<file path="src/rtl/gmii2xgmii_pkg.sv">
// XGMII character set, canned control words and scheduler state encoding shared by both
// directions of the GMII/XGMII bridge.
package gmii2xgmii_pkg;

    localparam logic [7:0] CharIdle     = 8'h07;
    localparam logic [7:0] CharStart    = 8'hfb;
    localparam logic [7:0] CharTerm     = 8'hfd;
    localparam logic [7:0] CharError    = 8'hfe;
    localparam logic [7:0] CharPreamble = 8'h55;
    localparam logic [7:0] CharSfd      = 8'hd5;

    typedef logic [2:0] state_t;

    localparam logic [63:0] IdleWord  = {8{CharIdle}};
    localparam logic [63:0] ErrorWord = {8{CharError}};
    localparam logic [63:0] StartWord = {CharSfd, {6{CharPreamble}}, CharStart};
    localparam logic [63:0] TermWord  = {{7{CharIdle}}, CharTerm};

    // A final-word byte count of zero means the whole word is valid.
    function automatic logic [3:0] nbytes_count(input logic [2:0] nbytes);
        return (nbytes == 3'd0) ? 4'd8 : {1'b0, nbytes};
    endfunction

endpackage

</file>
<file path="src/rtl/xgmii_tx_sched_if.sv">
// Source streams, enable, XGMII bus and status of the two-source XGMII transmit scheduler.
interface xgmii_tx_sched_if;

    logic        tx_enable;

    logic        src0_valid;
    logic [63:0] src0_data;
    logic        src0_last;
    logic [2:0]  src0_nbytes;
    logic        src0_ready;

    logic        src1_valid;
    logic [63:0] src1_data;
    logic        src1_last;
    logic [2:0]  src1_nbytes;
    logic        src1_ready;

    logic [63:0] xgmii_txd;
    logic [7:0]  xgmii_txc;
    logic        busy;
    logic [15:0] underrun_cnt;

    modport master (
        output tx_enable,
        output src0_valid, src0_data, src0_last, src0_nbytes,
        output src1_valid, src1_data, src1_last, src1_nbytes,
        input  src0_ready, src1_ready,
        input  xgmii_txd, xgmii_txc, busy, underrun_cnt
    );

    modport slave (
        input  tx_enable,
        input  src0_valid, src0_data, src0_last, src0_nbytes,
        input  src1_valid, src1_data, src1_last, src1_nbytes,
        output src0_ready, src1_ready,
        output xgmii_txd, xgmii_txc, busy, underrun_cnt
    );

endinterface

</file>
<file path="src/rtl/xgmii_term_encoder.sv">
// Builds the XGMII word that carries the final data bytes of a frame: data lanes, then the
// terminate character, then idles. A full final word passes through as plain data.
module xgmii_term_encoder
    import gmii2xgmii_pkg::*;
(
    input  logic [63:0] data,
    input  logic [2:0]  nbytes,
    output logic [63:0] txd,
    output logic [7:0]  txc
);

    logic [3:0] n;

    always_comb begin
        n   = nbytes_count(nbytes);
        txd = IdleWord;
        txc = 8'h00;
        for (int i = 0; i < 8; i++) begin
            if (4'(i) < n) begin
                txd[8*i +: 8] = data[8*i +: 8];
                txc[i]        = 1'b0;
            end else if (4'(i) == n) begin
                txd[8*i +: 8] = CharTerm;
                txc[i]        = 1'b1;
            end else begin
                txd[8*i +: 8] = CharIdle;
                txc[i]        = 1'b1;
            end
        end
    end

endmodule

</file>
<file path="src/rtl/xgmii_tx_sched.sv">
// Round-robin frame scheduler for two 64-bit word sources onto XGMII: start word, data,
// lane-masked terminate and a fixed idle gap, with a saturating underrun counter.
module xgmii_tx_sched
    import gmii2xgmii_pkg::*;
#(
    parameter int unsigned IPG_WORDS = 2
) (
    input logic             sys_156,
    input logic             sys_rst,
    xgmii_tx_sched_if.slave bus
);

    localparam state_t StIdle = 3'd0;
    localparam state_t StPre  = 3'd1;
    localparam state_t StData = 3'd2;
    localparam state_t StTerm = 3'd3;
    localparam state_t StIpg  = 3'd4;

    localparam logic [3:0] IpgLoad = 4'(IPG_WORDS);

    state_t      state_q, state_d;
    // Doubles as the last-granted pointer; the reset value favours src0 on the first tie.
    logic        gnt_q, gnt_d;
    logic [3:0]  ipg_q, ipg_d;
    logic [63:0] txd_q, txd_d;
    logic [7:0]  txc_q, txc_d;
    logic        busy_q;
    logic [15:0] urun_q, urun_d;

    logic        sel_valid;
    logic        sel_last;
    logic [63:0] sel_data;
    logic [2:0]  sel_nbytes;
    logic [63:0] enc_txd;
    logic [7:0]  enc_txc;

    assign sel_valid  = gnt_q ? bus.src1_valid  : bus.src0_valid;
    assign sel_last   = gnt_q ? bus.src1_last   : bus.src0_last;
    assign sel_data   = gnt_q ? bus.src1_data   : bus.src0_data;
    assign sel_nbytes = gnt_q ? bus.src1_nbytes : bus.src0_nbytes;

    xgmii_term_encoder u_term_enc (
        .data   (sel_data),
        .nbytes (sel_nbytes),
        .txd    (enc_txd),
        .txc    (enc_txc)
    );

    // Pure state decode, so there is no valid-to-ready path.
    assign bus.src0_ready = (state_q == StData) && !gnt_q;
    assign bus.src1_ready = (state_q == StData) &&  gnt_q;

    always_comb begin
        state_d = state_q;
        gnt_d   = gnt_q;
        ipg_d   = ipg_q;
        txd_d   = IdleWord;
        txc_d   = 8'hff;
        urun_d  = urun_q;

        case (state_q)
            StIdle: begin
                if (bus.tx_enable && (bus.src0_valid || bus.src1_valid)) begin
                    gnt_d   = (bus.src0_valid && bus.src1_valid) ? !gnt_q : bus.src1_valid;
                    state_d = StPre;
                end
            end
            StPre: begin
                txd_d   = StartWord;
                txc_d   = 8'h01;
                state_d = StData;
            end
            StData: begin
                if (!sel_valid) begin
                    txd_d = ErrorWord;
                    txc_d = 8'hff;
                    if (urun_q != 16'hffff) begin
                        urun_d = urun_q + 16'd1;
                    end
                end else if (!sel_last) begin
                    txd_d = sel_data;
                    txc_d = 8'h00;
                end else begin
                    txd_d = enc_txd;
                    txc_d = enc_txc;
                    // A full final word has no room for the terminate character.
                    if (sel_nbytes == 3'd0) begin
                        state_d = StTerm;
                    end else begin
                        state_d = StIpg;
                        ipg_d   = IpgLoad;
                    end
                end
            end
            StTerm: begin
                txd_d   = TermWord;
                txc_d   = 8'hff;
                state_d = StIpg;
                ipg_d   = IpgLoad;
            end
            StIpg: begin
                if (ipg_q <= 4'd1) begin
                    state_d = StIdle;
                    ipg_d   = 4'd0;
                end else begin
                    ipg_d = ipg_q - 4'd1;
                end
            end
            default: begin
                state_d = StIdle;
                ipg_d   = 4'd0;
            end
        endcase
    end

    always_ff @(posedge sys_156 or posedge sys_rst) begin
        if (sys_rst) begin
            state_q <= StIdle;
            gnt_q   <= 1'b1;
            ipg_q   <= 4'd0;
            txd_q   <= IdleWord;
            txc_q   <= 8'hff;
            busy_q  <= 1'b0;
            urun_q  <= 16'd0;
        end else begin
            state_q <= state_d;
            gnt_q   <= gnt_d;
            ipg_q   <= ipg_d;
            txd_q   <= txd_d;
            txc_q   <= txc_d;
            busy_q  <= (state_d != StIdle);
            urun_q  <= urun_d;
        end
    end

    assign bus.xgmii_txd    = txd_q;
    assign bus.xgmii_txc    = txc_q;
    assign bus.busy         = busy_q;
    assign bus.underrun_cnt = urun_q;

endmodule
</file>
<file path="src/flat_wrapper.sv">
// flat-port wrapper written by rule: the top's interface ports become plain ports
module xgmii_tx_sched_flat import gmii2xgmii_pkg::*;
#(
    parameter int unsigned IPG_WORDS = 2
)
  (sys_156, sys_rst, bus_tx_enable, bus_src0_valid, bus_src0_data, bus_src0_last, bus_src0_nbytes, bus_src1_valid, bus_src1_data, bus_src1_last, bus_src1_nbytes, bus_src0_ready, bus_src1_ready, bus_xgmii_txd, bus_xgmii_txc, bus_busy, bus_underrun_cnt);
  xgmii_tx_sched_if bus_i ();
  input logic sys_156;
  input logic sys_rst;
  input wire logic [$bits(bus_i.tx_enable)-1:0] bus_tx_enable;
  input wire logic [$bits(bus_i.src0_valid)-1:0] bus_src0_valid;
  input wire logic [$bits(bus_i.src0_data)-1:0] bus_src0_data;
  input wire logic [$bits(bus_i.src0_last)-1:0] bus_src0_last;
  input wire logic [$bits(bus_i.src0_nbytes)-1:0] bus_src0_nbytes;
  input wire logic [$bits(bus_i.src1_valid)-1:0] bus_src1_valid;
  input wire logic [$bits(bus_i.src1_data)-1:0] bus_src1_data;
  input wire logic [$bits(bus_i.src1_last)-1:0] bus_src1_last;
  input wire logic [$bits(bus_i.src1_nbytes)-1:0] bus_src1_nbytes;
  output wire logic [$bits(bus_i.src0_ready)-1:0] bus_src0_ready;
  output wire logic [$bits(bus_i.src1_ready)-1:0] bus_src1_ready;
  output wire logic [$bits(bus_i.xgmii_txd)-1:0] bus_xgmii_txd;
  output wire logic [$bits(bus_i.xgmii_txc)-1:0] bus_xgmii_txc;
  output wire logic [$bits(bus_i.busy)-1:0] bus_busy;
  output wire logic [$bits(bus_i.underrun_cnt)-1:0] bus_underrun_cnt;
  assign bus_i.tx_enable = bus_tx_enable;
  assign bus_i.src0_valid = bus_src0_valid;
  assign bus_i.src0_data = bus_src0_data;
  assign bus_i.src0_last = bus_src0_last;
  assign bus_i.src0_nbytes = bus_src0_nbytes;
  assign bus_i.src1_valid = bus_src1_valid;
  assign bus_i.src1_data = bus_src1_data;
  assign bus_i.src1_last = bus_src1_last;
  assign bus_i.src1_nbytes = bus_src1_nbytes;
  assign bus_src0_ready = bus_i.src0_ready;
  assign bus_src1_ready = bus_i.src1_ready;
  assign bus_xgmii_txd = bus_i.xgmii_txd;
  assign bus_xgmii_txc = bus_i.xgmii_txc;
  assign bus_busy = bus_i.busy;
  assign bus_underrun_cnt = bus_i.underrun_cnt;
  xgmii_tx_sched #(.IPG_WORDS(IPG_WORDS)) u_core (.sys_156(sys_156), .sys_rst(sys_rst), .bus(bus_i));
endmodule
</file>
<file path="config.mk">
export PLATFORM = sky130hd
export DESIGN_NAME = xgmii_tx_sched_flat
export DESIGN_NICKNAME = d
export VERILOG_FILES = /design/src/rtl/gmii2xgmii_pkg.sv /design/src/rtl/xgmii_tx_sched_if.sv /design/src/rtl/xgmii_term_encoder.sv /design/src/rtl/xgmii_tx_sched.sv /design/src/flat_wrapper.sv
export SDC_FILE = /design/constraint.sdc
export NUM_CORES = 1
export LEC_CHECK = 0
export ABC_AREA = 0
export CAP_MARGIN = 20
export CORE_AREA = 2 2 136 105
export DETAILED_ROUTE_END_ITERATION = 12
export DIE_AREA = 0 0 138 107
export GPL_TIMING_DRIVEN = 0
export PLACE_DENSITY = 0.78
export RECOVER_POWER = 50
export SYNTH_ARGS = -nofsm -noshare
export SYNTH_HDL_FRONTEND = slang
export SYNTH_SLANG_ARGS = --single-unit
export TNS_END_PERCENT = 1
</file>
<file path="constraint.sdc">
create_clock -name sys_156 -period 3.1 [get_ports sys_156]
set_input_delay 0.775 -clock sys_156 [delete_from_list [all_inputs] [get_ports sys_156]]
set_output_delay 0.775 -clock sys_156 [all_outputs]
set_load 0.005 [all_outputs]
</file>
==> reports/results.txt <==
Across the run, the number of max-cap violations was 0. The startpoint identified for the worst register-to-register timing path is u_core.gnt_q. The category of the most critical setup path is reg -> out.

The fraction of layout instances using a drive strength above 1 is 0.152, and the die footprint is 0.0148 sq mm. The tools report the required time of the critical path as 2.32 ns. The tools report the length of the first detailed-routing pass in iterations as 5.

Counting every instance in the synthesized netlist gives 461. Port buffering added 229 buffers. In this run the core area contains 37 standard-cell rows. The number of antenna diodes in the final layout is 0.

The run gives 0.366 as the initial core utilization. For the number of antenna violations at the first check in global routing, the log shows 0. The run gives 13.5 mm as the half-perimeter wire length of the detailed placement result.

The total wire length came out at 17.3 mm. sky130_fd_sc_hd__dfrtp_1 takes more of the synthesized area than any other cell. Counting every sink on the clock net gives 97. After detailed routing, the number of vias per cell comes to 5.26. The number of enable flip-flop cells after synthesis came out at 0.

The count of vias placed by the detailed router was 4,652; the final worst-path setup slack was 0.111 ns. The endpoint identified for the worst register-to-register timing path is u_core.bus.xgmii_txd[57]. The tools report the final setup TNS as 0 ns.

The tools report the final instance count without filler cells as 884. The startpoint identified for the worst hold timing path is u_core.bus.underrun_cnt[5]. The logs give 0.34 ns for the clock latency at the later pin of the worst-skew pair and 232 for the count of pins on the block boundary. Deepest clock path buffer count: 2. For the total of warnings raised by yosys, the log shows 0. For the pin with the worst max-slew slack, the measured transition is 1.11 ns. Across the routed clock network, the largest skew measured is 0.00830 ns. Counting the fill cells in the layout gives 1,125. Broken down by cell family, the worst path's largest delay share belongs to buffers and inverters. In this run the remaining antenna-violating nets after routing total 0. The clock tree synthesis step divided the H-tree into 3 levels.

The slowest cell on the critical path is sky130_fd_sc_hd__dfstp_2. Dividing the detail-routed wire length by the instance count gives 19.5 um. Sorting the synthesized cells by area gives the leading types as sky130_fd_sc_hd__dfrtp_1 (33%), sky130_fd_sc_hd__dfstp_2 (18%), sky130_fd_sc_hd__mux2i_1 (5.7%). The minimum period implied by the final worst setup slack was 2.99 ns; the top cell type's share of synthesized area was 0.326. The area growth from synthesis to layout is 57.3%.

Dividing the synthesized area by the synthesized cell count gives 10.6 sq um. Timing analysis after detailed placement gives a worst setup slack of 0.0634 ns. In this run the number of cells on the critical path is 6. Traced cell by cell, the critical path runs through buf_6 > buf_4 > buf_6 > nand2_1 > clkinv_2 > clkdlybuf4s50_1. The number of distinct library cell variants in the gate-level netlist after synthesis was 64. The worst-case register-to-register setup slack is 0.53 ns, and the horizontal extent of the die is 138 um. Among all flip-flop cells after synthesis, the most frequent one is sky130_fd_sc_hd__dfrtp_1. The flow ran to the end, and the final reports show no timing, DRC or antenna violations. Data on the critical path arrives at its endpoint at 2.21 ns. The logs give 47 for the pin count of the biggest net entering global routing and 605 for the synthesized net count. The peak supply drop came out at 0.353 mV. STA classifies the critical path startpoint as a flip-flop.

The core region is 0.0134 sq mm. The share of synthesized area occupied by flip-flops and latches is 0.503, and the global placer's final weighted congestion is 0.915. Summing all multi-input logic gate instances after layout gives 0.00227 sq mm.

Summed over all cells, the static leakage comes to 3.34 nW. The cell sitting at the root of the clock tree is a sky130_fd_sc_hd__clkbuf_16. In this run, the number of DRC markers left after iteration 0 of detailed routing was 264. For the count of final hold-check violations, the log shows 0. The power per standard cell area is 795 mW/mm^2, and the global-route wire length before repair is 26.8 mm. In this run the worst hold path is classified as reg -> reg. The run gives 9 as the clock buffer count from CTS. Derived from the worst setup path, the maximum achievable clock frequency is 0.335 GHz.

In this run the vertical extent of the chip is 107 um. The final critical-path share of the clock period was 0.964. The number of hold buffers added after CTS was 0. The tools report the kind of capture point of the worst setup path as an output pin. After clock tree synthesis, the clock-pin slew on the worst setup and hold paths is 0.07 ns. The count of cells along the worst hold path works out to 1.

For the worst flop-to-flop path, the logic depth is 6. On the worst path, the slowest cell contributes a delay of 0.60 ns. In this run the worst path has a maximum fanout of 10.

For this run, the post-layout net count is 848. TritonCTS built the clock tree. Setup violations remaining at the end of the flow were counted as 0. The final cell utilization of the core is 0.575. Summing all flip-flop and latch instances after layout gives 0.00247 sq mm. The power after layout is 6.13 mW, and the total routing usage reported by global routing is 0.235. Summing every instance area after synthesis gives 0.00491 sq mm.

The share of synthesized registers carrying an async set or reset works out to 1.00. The number of register bits inferred by synthesis works out to 97. Counting tap cells, the placed design contains a total of 867 instances.

Setup repair after global routing left no endpoint under its margin. The path with the worst hold slack has its endpoint at u_core.bus.underrun_cnt[5]. Most numerous cell on the critical path: sky130_fd_sc_hd__buf_6. The worst-case headroom to the max-slew limit is 0.259, and the aggregate global routing overflow is 0.

The run gives 0 as the post-route DRC violation count. The buffer and inverter count on the worst path is 5, and the via count of the first global-routing pass is 4,870. The number of slew-limit violations in the final report came out at 0.
power breakdown:
part           internal [mW]  switching (mW)
logic                   1.48            1.61
clock network          0.561           0.512
registers               1.80           0.168
how the worst max path moves through the flow:
stage | startpoint | to | slack (ns)
6_report | u_core.gnt_q | bus_src1_ready | 0.11
5_1_grt | u_core.state_q[2] | bus_src1_ready | 0.02
4_1_cts | u_core.gnt_q | bus_src1_ready | 0.06
3_5_place_dp | bus_src1_nbytes[2] | u_core.bus.xgmii_txd[32] | 0.06
3_3_place_gp | bus_src1_nbytes[2] | u_core.bus.xgmii_txd[32] | 0.10
2_1_floorplan | bus_src1_nbytes[1] | u_core.bus.xgmii_txd[28] | 0.92
worst register-to-register path: stages, from the launching register on:
cell and delay (ns):
sky130_fd_sc_hd__dfstp_2 0.60, sky130_fd_sc_hd__buf_6 0.16, sky130_fd_sc_hd__mux2i_1 0.52, sky130_fd_sc_hd__buf_2 0.37, sky130_fd_sc_hd__clkbuf_1 0.48, sky130_fd_sc_hd__o21ai_0 0.24, sky130_fd_sc_hd__nand3_1 0.13
Yosys cell counts, types with 7 or more instances:
master	count
sky130_fd_sc_hd__nor2_1	19
sky130_fd_sc_hd__mux2_2	24
sky130_fd_sc_hd__inv_1	9
sky130_fd_sc_hd__nand2_1	51
sky130_fd_sc_hd__a21oi_1	31
sky130_fd_sc_hd__mux2i_1	28
sky130_fd_sc_hd__nand2b_1	8
sky130_fd_sc_hd__buf_4	8
sky130_fd_sc_hd__dfrtp_1	64
sky130_fd_sc_hd__nor2b_1	10
sky130_fd_sc_hd__xor2_1	12
sky130_fd_sc_hd__clkbuf_1	9
sky130_fd_sc_hd__nand3_1	16
sky130_fd_sc_hd__dfstp_2	33
sky130_fd_sc_hd__o21a_1	7
sky130_fd_sc_hd__o21ai_0	35
sequential cells by signal, summed over array words and instances, names as in the netlist:
name and count:
u_core.bus.busy 1, u_core.bus.xgmii_txd 64, u_core.ipg_q 4, u_core.bus.xgmii_txc 8, u_core.state_q 3, u_core.bus.underrun_cnt 16
u_core.gnt_q 1
metrics by stage:
step	hold slack, ns	cell area, sq um
4_1_cts	0.497	7760
3_5_place_dp	0.488	7460
6_report	0.494	7720
3_3_place_gp	0.482	7420
2_1_floorplan	0.478	4910
5_1_grt	0.531	7720
layout make-up:
class | instances | area share
Buffer | 22 | 0.0159
Clock buffer | 9 | 0.0292
Clock inverter | 7 | 0.00794
Inverter | 11 | 0.00584
Multi-Input combinational cell | 331 | 0.294
Sequential cell | 97 | 0.320
Tap cell | 175 | 0.0284
Timing Repair Buffer | 232 | 0.299
cells in the final DEF, fill, tap and decap left out, drive strengths merged, types with 4 or more instances in the layout:
cell type and n:
o311ai 6, clkbuf 21, a21oi 31, mux2i 29, a211oi 6, nand2b 8, nor2b 10, o21ai 39
dfstp 33, nor2 20, clkdlybuf4s50 188, o21a 7, nand3 18, nor3b 4, xor2 12, or3b 4
inv 12, dfrtp 64, nor3 7, buf 13, dlygate4sd3 41, mux2 24, a22oi 5, nand2 51
logic make-up (layout without fill, tap and decap cells):
family / Yosys count / count (layout) / synth area share
fa+ha+maj: 3 / 3 / 0.00765
simple gates: 139 / 139 / 0.153
buf+inv: 33 / 281 / 0.0326
compound gates: 121 / 121 / 0.160
xor+xnor: 15 / 15 / 0.0268
flops: 97 / 97 / 0.503
mux: 53 / 53 / 0.117
layer usage:
metal | vias to the layer above | share of wire | global-route usage
li1 | 2149 | - | -
met1 | 2250 | 0.41 | 0.286
met2 | 226 | 0.48 | 0.396
met3 | 27 | 0.090 | 0.0791
met4 | 0 | 0.021 | 0.0736
met5 | - | 0 | 0
what timing repair did:
action | 4_1_cts | 5_1_grt
buffers inserted | 1 | 0
gates resized for setup | 3 | 2
endpoints found under the setup margin | 1 | 2
pin swaps | 0 | 1
gates cloned | 0 | 0
Power figures use the tool's default switching activity.
